--- src/rtl/spi_reg_frontend.sv ---
// spi_reg_frontend: SPI Mode 0 write-frame receiver and PWM control register bank.
// SCLK/COPI/nCS are synchronized into clk, edge-detected, and decoded by a
// four-state frame FSM. Registers change only on a complete, valid 16-bit frame.
// Optional feature macro: SPI_READBACK_EN (read frames shift register data out on cipo).
module spi_reg_frontend #(
  parameter int SYNC_STAGES = 2,
  parameter int NUM_REGS    = 5
) (
  input  logic       clk,
  input  logic       rst,
  input  logic       sclk,
  input  logic       copi,
  input  logic       ncs,
  output logic       cipo,
  output logic [7:0] en_reg_out_7_0,
  output logic [7:0] en_reg_out_15_8,
  output logic [7:0] en_reg_pwm_7_0,
  output logic [7:0] en_reg_pwm_15_8,
  output logic [7:0] pwm_duty_cycle,
  output logic       wr_strobe,
  output logic       frame_err
);

  localparam logic [1:0] ST_IDLE  = 2'd0;
  localparam logic [1:0] ST_SHIFT = 2'd1;
  localparam logic [1:0] ST_FULL  = 2'd2;
  localparam logic [1:0] ST_ERR   = 2'd3;

  // Storage always covers the five named outputs; addresses >= NUM_REGS are never written.
  localparam int unsigned REG_SLOTS  = (NUM_REGS > 5) ? NUM_REGS : 5;
  localparam logic [7:0]  NUM_REGS_W = 8'(NUM_REGS);

  logic [SYNC_STAGES-1:0] sclk_sync, copi_sync, ncs_sync;
  logic                   sclk_d, ncs_d, copi_d;
  logic                   sclk_rise, ncs_rise, ncs_fall;
  logic [1:0]             state;
  logic [4:0]             bit_cnt;
  logic [15:0]            shift_reg;
  logic [7:0]             regs [REG_SLOTS];
  logic                   commit_wr;

  // Synchronizer chains for the three asynchronous SPI pins.
  always_ff @(posedge clk) begin
    if (rst) begin
      sclk_sync <= '0;
      copi_sync <= '0;
      ncs_sync  <= '0;
    end else begin
      sclk_sync <= {sclk_sync[SYNC_STAGES-2:0], sclk};
      copi_sync <= {copi_sync[SYNC_STAGES-2:0], copi};
      ncs_sync  <= {ncs_sync[SYNC_STAGES-2:0], ncs};
    end
  end

  // Delay flops and registered edge pulses; copi_d is aligned with sclk_rise.
  always_ff @(posedge clk) begin
    if (rst) begin
      sclk_d    <= 1'b0;
      ncs_d     <= 1'b0;
      copi_d    <= 1'b0;
      sclk_rise <= 1'b0;
      ncs_rise  <= 1'b0;
      ncs_fall  <= 1'b0;
    end else begin
      sclk_d    <= sclk_sync[SYNC_STAGES-1];
      ncs_d     <= ncs_sync[SYNC_STAGES-1];
      copi_d    <= copi_sync[SYNC_STAGES-1];
      sclk_rise <= sclk_sync[SYNC_STAGES-1] & ~sclk_d;
      ncs_rise  <= ncs_sync[SYNC_STAGES-1] & ~ncs_d;
      ncs_fall  <= ~ncs_sync[SYNC_STAGES-1] & ncs_d;
    end
  end

  assign commit_wr = shift_reg[15] && ({1'b0, shift_reg[14:8]} < NUM_REGS_W);

  // Frame FSM, shift register and register bank.
  always_ff @(posedge clk) begin
    if (rst) begin
      state     <= ST_IDLE;
      bit_cnt   <= '0;
      shift_reg <= '0;
      wr_strobe <= 1'b0;
      frame_err <= 1'b0;
      for (int unsigned i = 0; i < REG_SLOTS; i++) regs[i] <= '0;
    end else begin
      wr_strobe <= 1'b0;
      frame_err <= 1'b0;
      case (state)
        ST_IDLE: begin
          if (ncs_fall) begin
            state     <= ST_SHIFT;
            bit_cnt   <= '0;
            shift_reg <= '0;
          end
        end
        ST_SHIFT: begin
          if (ncs_rise) begin
            frame_err <= 1'b1;
            state     <= ST_IDLE;
          end else if (sclk_rise) begin
            shift_reg <= {shift_reg[14:0], copi_d};
            bit_cnt   <= bit_cnt + 5'd1;
            if (bit_cnt == 5'd15) state <= ST_FULL;
          end
        end
        ST_FULL: begin
          if (ncs_rise) begin
            state <= ST_IDLE;
            if (commit_wr) begin
              wr_strobe <= 1'b1;
              for (int unsigned i = 0; i < REG_SLOTS; i++)
                if (shift_reg[14:8] == 7'(i)) regs[i] <= shift_reg[7:0];
            end
          end else if (sclk_rise) begin
            state <= ST_ERR;
          end
        end
        default: begin
          if (ncs_rise) begin
            frame_err <= 1'b1;
            state     <= ST_IDLE;
          end
        end
      endcase
    end
  end

  assign en_reg_out_7_0  = regs[0];
  assign en_reg_out_15_8 = regs[1];
  assign en_reg_pwm_7_0  = regs[2];
  assign en_reg_pwm_15_8 = regs[3];
  assign pwm_duty_cycle  = regs[4];

`ifdef SPI_READBACK_EN
  logic       sclk_fall;
  logic       rd_active;
  logic [7:0] shift_out;
  logic [6:0] rd_addr;
  logic [7:0] rd_value;

  // Falling-edge pulse, only needed to drive the shift-out register.
  always_ff @(posedge clk) begin
    if (rst) sclk_fall <= 1'b0;
    else     sclk_fall <= ~sclk_sync[SYNC_STAGES-1] & sclk_d;
  end

  // Address as it will stand once the 8th bit is shifted in.
  assign rd_addr = {shift_reg[5:0], copi_d};

  // Read mux; unimplemented addresses read as zero.
  always_comb begin
    rd_value = '0;
    for (int unsigned i = 0; i < NUM_REGS; i++)
      if (rd_addr == 7'(i)) rd_value = regs[i];
  end

  // MSB is held through bit 8; shifting starts at the falling edge after the 9th rise.
  always_ff @(posedge clk) begin
    if (rst || state == ST_IDLE) begin
      rd_active <= 1'b0;
      shift_out <= '0;
    end else if (state == ST_SHIFT && sclk_rise && bit_cnt == 5'd7 && !shift_reg[6]) begin
      rd_active <= 1'b1;
      shift_out <= rd_value;
    end else if (sclk_fall && rd_active && bit_cnt >= 5'd9) begin
      shift_out <= {shift_out[6:0], 1'b0};
    end
  end

  assign cipo = rd_active & shift_out[7] & (state != ST_IDLE);
`else
  assign cipo = 1'b0;
`endif

endmodule

--- config.mk ---
export PLATFORM = sky130hd
export DESIGN_NAME = spi_reg_frontend
export DESIGN_NICKNAME = d
export VERILOG_FILES = /design/src/rtl/spi_reg_frontend.sv
export SDC_FILE = /design/constraint.sdc
export NUM_CORES = 1
export LEC_CHECK = 0
export BUFFER_PORTS_ARGS = -buffer_cell sky130_fd_sc_hd__clkbuf_2
export CAP_MARGIN = 30
export CORE_MARGIN = 8
export CORE_UTILIZATION = 40
export CTS_BUF_LIST = sky130_fd_sc_hd__clkbuf_16
export CTS_CLUSTER_DIAMETER = 50
export DETAILED_ROUTE_END_ITERATION = 16
export SLEW_MARGIN = 20
export SYNTH_ARGS = -nofsm -noshare
export SYNTH_HDL_FRONTEND = slang
export SYNTH_SLANG_ARGS = --single-unit
--- constraint.sdc ---
create_clock -name clk -period 2.5 [get_ports clk]
set_input_delay 0.25 -clock clk [delete_from_list [all_inputs] [get_ports clk]]
set_output_delay 0.25 -clock clk [all_outputs]
set_load 0.01 [all_outputs]
==> results of run 1 <==
## logic make-up (layout without fill, tap and decap cells)
family          after synthesis  after routing  synth area share
flops                        77             77             0.700
other cells                   1              1           0.00135
compound gates               46             46            0.0974
fa+ha+maj                     2              2           0.00902
buf+inv                      16             70            0.0320
xor+xnor                      1              1           0.00316
mux                           2              2           0.00721
simple gates                 60             60             0.150
## placed cells by master, fill, tap and decap left out, types with 2 or more instances in the layout
cell type / count
inv_1: 4
a21o_1: 2
clkinvlp_4: 4
dfxtp_1: 37
nor3_1: 2
nor2b_1: 11
o21ai_0: 18
edfxtp_1: 40
mux2i_1: 2
clkbuf_2: 46
a31o_2: 3
buf_4: 4
and2_1: 8
nand3_1: 19
nand2_1: 2
a21oi_1: 18
inv_6: 2
or3_1: 2
nor2_1: 2
ha_1: 2
clkbuf_16: 9
and3_1: 2
## worst max-delay path, cell delays in order (launching register included)
cell and delay [ns]:
dfxtp_1 0.48, nand4bb_4 0.18, nor4_2 0.41, a21o_1 0.42
## through the flow
stage                     cell area [um2]  std cells
after floorplan                      2780        205
after global placement               3070        323
after detailed placement             3070        323
after CTS                            3350        339
after global routing                 3350        339
final                                3350        339
## Yosys cell counts (2+ instances only)
library cell	instances	area [um2]
nand2_1	2	7.51
nor3_1	2	10.0
mux2i_1	2	20.0
and2_1	8	50.1
o21ai_0	18	90.1
edfxtp_1	40	1200
nor2b_1	11	68.8
buf_2	4	20.0
a31o_2	3	26.3
or3_1	2	12.5
buf_4	2	15.0
dfxtp_1	37	741
clkbuf_1	3	11.3
and3_1	2	12.5
inv_1	4	15.0
nor2_1	2	7.51
ha_1	2	25.0
nand3_1	19	95.1
a21oi_1	18	90.1
a21o_1	2	15.0
buf_6	2	22.5
## worst paths after layout
check | slack (ns) | cells past startpoint | end
worst min register to register | 0.39 | 1 | sclk_rise
worst max-delay path | 0.67 | 3 | regs[0][3]
worst max register to register | 0.67 | 3 | regs[0][3]
worst min-delay path | 0.14 | 2 | ncs_sync[0]
## power groups by stage
stage / registers (mW) / clock network [mW] / logic [mW]
2_1_floorplan: 1.42 / 0 / 0.0367
3_3_place_gp: 1.41 / 0 / 0.104
3_5_place_dp: 1.41 / 0 / 0.105
4_1_cts: 1.38 / 1.22 / 0.105
5_1_grt: 1.38 / 1.28 / 0.111
6_report: 1.38 / 1.20 / 0.102
## layout make-up
cell class	instances	area, um2
fillers	576	3400
repair buffers	50	260
multi-input cells	112	752
clock buffers	9	225
flip-flops and latches	77	1940
inverters	4	15.0
clock inverters	7	58.8
well taps	80	100
## routing by layer
layer  share of wire  routed length (um)  up-vias  global-route usage
met5               0                   0        -                   0
met4           0.018                  93        0              0.0594
met3           0.054                 272        9              0.0342
met2            0.43                2160       55               0.159
met1            0.50                2510      780               0.135
li1                -                   -      849                   -
==> flow_metrics.tcl, run 1 <==
set metrics [dict create \
    grt_pass1_wl_um 8160 \
    portBuffers 46 \
    initial_utilization 0.411 \
    tritoncts "done" \
    min-delay-start "ncs" \
    ys_ff_latch 77 \
    fin_setup_tns_ns 0 \
    clkLatencyLatePin_ns 0.33 \
    wl_per_cell_um 14.8 \
    fin_crit_sh 0.733 \
    fin_nets 261 \
    placement_rows 30 \
    path_class "reg -> reg" \
    diodes 0 \
    grt_max_degree 23 \
    largest_reg_flops 40 \
    synthArstFlopShare 0 \
    avgSynthCellArea_um2 13.5 \
    area_delta_synth_final_pct 20.8 \
    netlist_instances 205 \
    holdBufCountCts 0 \
    fin_skew_ns 0.00538 \
    crit_required_ns 2.48 \
    vdd_drop_max_v 0.000372 \
    cp_max_fo 8 \
    seq_area_frac_synth 0.700 \
    synth_cell_types 41 \
    grt_pass1_vias 1635 \
    critPathLaunch "state[1]" \
    slew_viol_final 0 \
    first_pass_iters 4 \
    maxCapViolations 0 \
    clk_pin_slew_worst_paths_ns 0.06 \
    p_sw_frac 0.220 \
    setup_viol 0 \
    final_util 0.496 \
    leakagePower_nw 1.24 \
    cts_buffers 9 \
    die_height_um 99.3 \
    track_usage 0.107 \
    fin_hold_ws_ns 0.139 \
    cp-start-kind "flip-flop" \
    yosysWarnings 0 \
    avgViaCountPerCell 4.99 \
    switching_power_mw 0.590 \
    overflow 0 \
    ant_nets 0 \
    num_vias 1693 \
    antenna_found_initial 0 \
    post_cts_buffers 0 \
    setup_ws_ns 0.667 \
    slew_headroom 0.664 \
    min_period_ns 1.83 \
    rsz0062_at_grt "no" \
    dieArea_um2 9860 \
    r2r_start "state[1]" \
    synth_area_um2 2780 \
    drc 0 \
    seqPwrFrac 0.514 \
    arrival_ns 1.82 \
    total_power_mw 2.68 \
    combPwrFrac 0.038 \
    core_area_um2 6760 \
    root_buffer "clkbuf_16" \
    die_x_um 99.3 \
    hpwl_um 3440 \
    synth-main-ff-cell "edfxtp_1" \
    cts-resized-gates 0 \
    gp_congestion 0.704 \
    ios 48 \
    htreeDepth 3 \
    syn-num-nets 212 \
    synth-edff-count 40 \
    status "finished clean" \
    place_ws_ns 0.666 \
    cts_buffer_depth 2 \
    drive_gt1_frac 0.309 \
    drt-initial-drc-count 126 \
    power.internal_mw 2.09 \
    hold_class "in -> reg" \
    pwr-share-clk 0.448 \
    tightest_slew_ns 0.502 \
    max_freq_ghz 0.545 \
    cts_num_sinks 77 \
    p_per_area_nw_per_um2 799 \
    finalWirelength_um 5030 \
    cp-end-kind "flip-flop" \
    hold_viol 0 \
]
Power figures use the tool's default switching activity.
==> inputs of run 2 (changes only) <==
- ABC_AREA: default -> 1
- clock period: 2.5 -> 1.7 ns (I/O delays scaled with it)
==> flow_metrics.tcl, run 2 <==
set metrics [dict create \
    portBuffers 46 \
    setup_ws_ns 0.183 \
    final_area_um2 3530 \
    fillers 648 \
    seq_area_frac_synth 0.680 \
    arrival_ns 1.56 \
    layout_commonest_cell "nor2_1" \
    netlist_instances 274 \
    syn-num-nets 281 \
    wl_per_cell_um 11.1 \
    synth-edff-count 40 \
    cp_max_fo 10 \
    finalWirelength_um 4850 \
    largest_reg_flops 40 \
    overflow 0 \
    crit_required_ns 1.74 \
    tritoncts "done" \
    hold_class "in -> reg" \
    grt_pass1_vias 1796 \
    die_height_um 101 \
    drive_gt1_frac 0.254 \
    track_usage 0.104 \
    cp_common_cell "nor2_1" \
    avgSynthCellArea_um2 10.4 \
    synth.most_common_cell "nor2_1" \
    cts_buffer_depth 2 \
    place_ws_ns 0.118 \
    max_stage_delay_ns 0.34 \
    maxCapViolations 0 \
    rsz0062_at_grt "no" \
    gp_congestion 0.788 \
    diodes 0 \
    total_power_mw 4.19 \
    antenna_found_initial 0 \
    area_delta_synth_final_pct 23.4 \
    min_period_ns 1.52 \
    dieArea_um2 10100 \
    synth-main-ff-cell "edfxtp_1" \
    initial_utilization 0.403 \
    vdd_drop_max_v 0.000704 \
    cts_num_sinks 77 \
    synth_top_area_cell "edfxtp_1" \
    ios 48 \
    htreeDepth 3 \
    yosysWarnings 0 \
    slew_viol_final 0 \
    hpwl_um 3490 \
    num_vias 1857 \
    clkLatencyLatePin_ns 0.33 \
    clk_pin_slew_worst_paths_ns 0.06 \
    placement_rows 31 \
    grt_max_degree 37 \
    p_per_area_nw_per_um2 1190 \
    fin_nets 340 \
    leakagePower_nw 1.44 \
    ant_nets 0 \
    hold_viol 0 \
    cp-end-kind "flip-flop" \
    path_class "reg -> reg" \
    holdBufCountCts 0 \
    cp-start-kind "flip-flop" \
    drc 0 \
    status "finished clean" \
    core_area_um2 7100 \
    ys_ff_latch 77 \
    setup_viol 0 \
    synth_area_um2 2860 \
    path_cells "nor2_1 > nor2_1 > nor2_1 > nand2_2 > o21ai_0 > buf_4" \
    synth_cell_types 27 \
    cts_buffers 9 \
    synthArstFlopShare 0 \
    place_area_um2 3220 \
    layout_common_cells "nor2_1 (65), nand2_1 (49), clkbuf_2 (46)" \
    cpMaxStageDelayCell "dfxtp_1" \
    fin_crit_sh 0.892 \
    synth_commonest_cells "nor2_1 (65), nand2_1 (50), edfxtp_1 (40)" \
    root_buffer "clkbuf_16" \
    drt-initial-drc-count 88 \
    max_freq_ghz 0.659 \
    first_pass_iters 4 \
    avgViaCountPerCell 4.25 \
    die_x_um 101 \
    yosysTopAreaCellShare 0.420 \
    fin_skew_ns 0.00598 \
    synth_top_cells_by_area "edfxtp_1 (42%), dfxtp_1 (26%), nor2_1 (8.5%)" \
    grt_pass1_wl_um 8190 \
]
## run 2: path summary, 6_finish.rpt
| kind | startpoint | end | slack [ns] | cells past startpoint |
|---|---|---|---|---|
| max | shift_reg[8] | regs[0][19] | 0.18 | 6 |
| min | ncs | ncs_sync[0] | 0.02 | 3 |
| max reg2reg | shift_reg[8] | regs[0][19] | 0.18 | 6 |
| min reg2reg | sclk_d | sclk_rise | 0.39 | 1 |
## run 2: kinds of logic (layout without fill, tap and decap cells)
family,Yosys count,after routing,synth area share
and+or+nand+nor,136,136,0.206
DFF,77,77,0.680
buffers and inverters,42,106,0.0692
AOI/OAI and AO/OA,16,16,0.0355
adders and majority gates,2,2,0.00876
other,1,1,0.00131
## run 2: timing repair
item | in CTS | in global routing
hold endpoints to repair | 0 | 0
setup buffers | 0 | 0
resized for setup | 0 | 3
setup endpoints to repair | 0 | 40
## run 2: layer usage
layer / global-route usage / vias to the layer above / wire length [um] / part of all wire
li1: - / 984 / - / -
met1: 0.115 / 809 / 2210 / 0.46
met2: 0.171 / 54 / 2150 / 0.44
met3: 0.0338 / 10 / 363 / 0.075
met4: 0.0663 / 0 / 123 / 0.025
met5: 0 / - / 0 / 0
## run 2: per-stage QoR
step	cells	TNS, ns	hold WS, ns	util
2_1_floorplan	274	-1.48	0.277	-
5_1_grt	437	0	0.0178	0.497
6_report	437	0	0.0217	0.497
4_1_cts	437	0	0.0121	0.497
3_3_place_gp	421	0	0.365	0.454
3_5_place_dp	421	0	0.368	0.454
## run 2: area by class of cell
type	count	area, um2	share of cell area
Tap cell	99	124	0.0351
Sequential cell	77	1940	0.551
Inverter	33	124	0.0351
Timing Repair Buffer	57	313	0.0887
Clock inverter	7	78.8	0.0223
Multi-Input combinational cell	155	721	0.204
Clock buffer	9	225	0.0639
## run 2: worst max-delay path, delay by kind of cell (launching register included)
family,cells,cell delay (ns)
compound gates,1,0.19
flops,1,0.34
simple gates,4,0.49
buf+inv,1,0.20
## run 2: where the power goes
| part | internal (mW) | leakage, nW | switching [mW] |
|---|---|---|---|
| Clock | 1.15 | 0.139 | 0.755 |
| Combinational | 0.0930 | 0.592 | 0.160 |
| Sequential | 2.01 | 0.713 | 0.0223 |
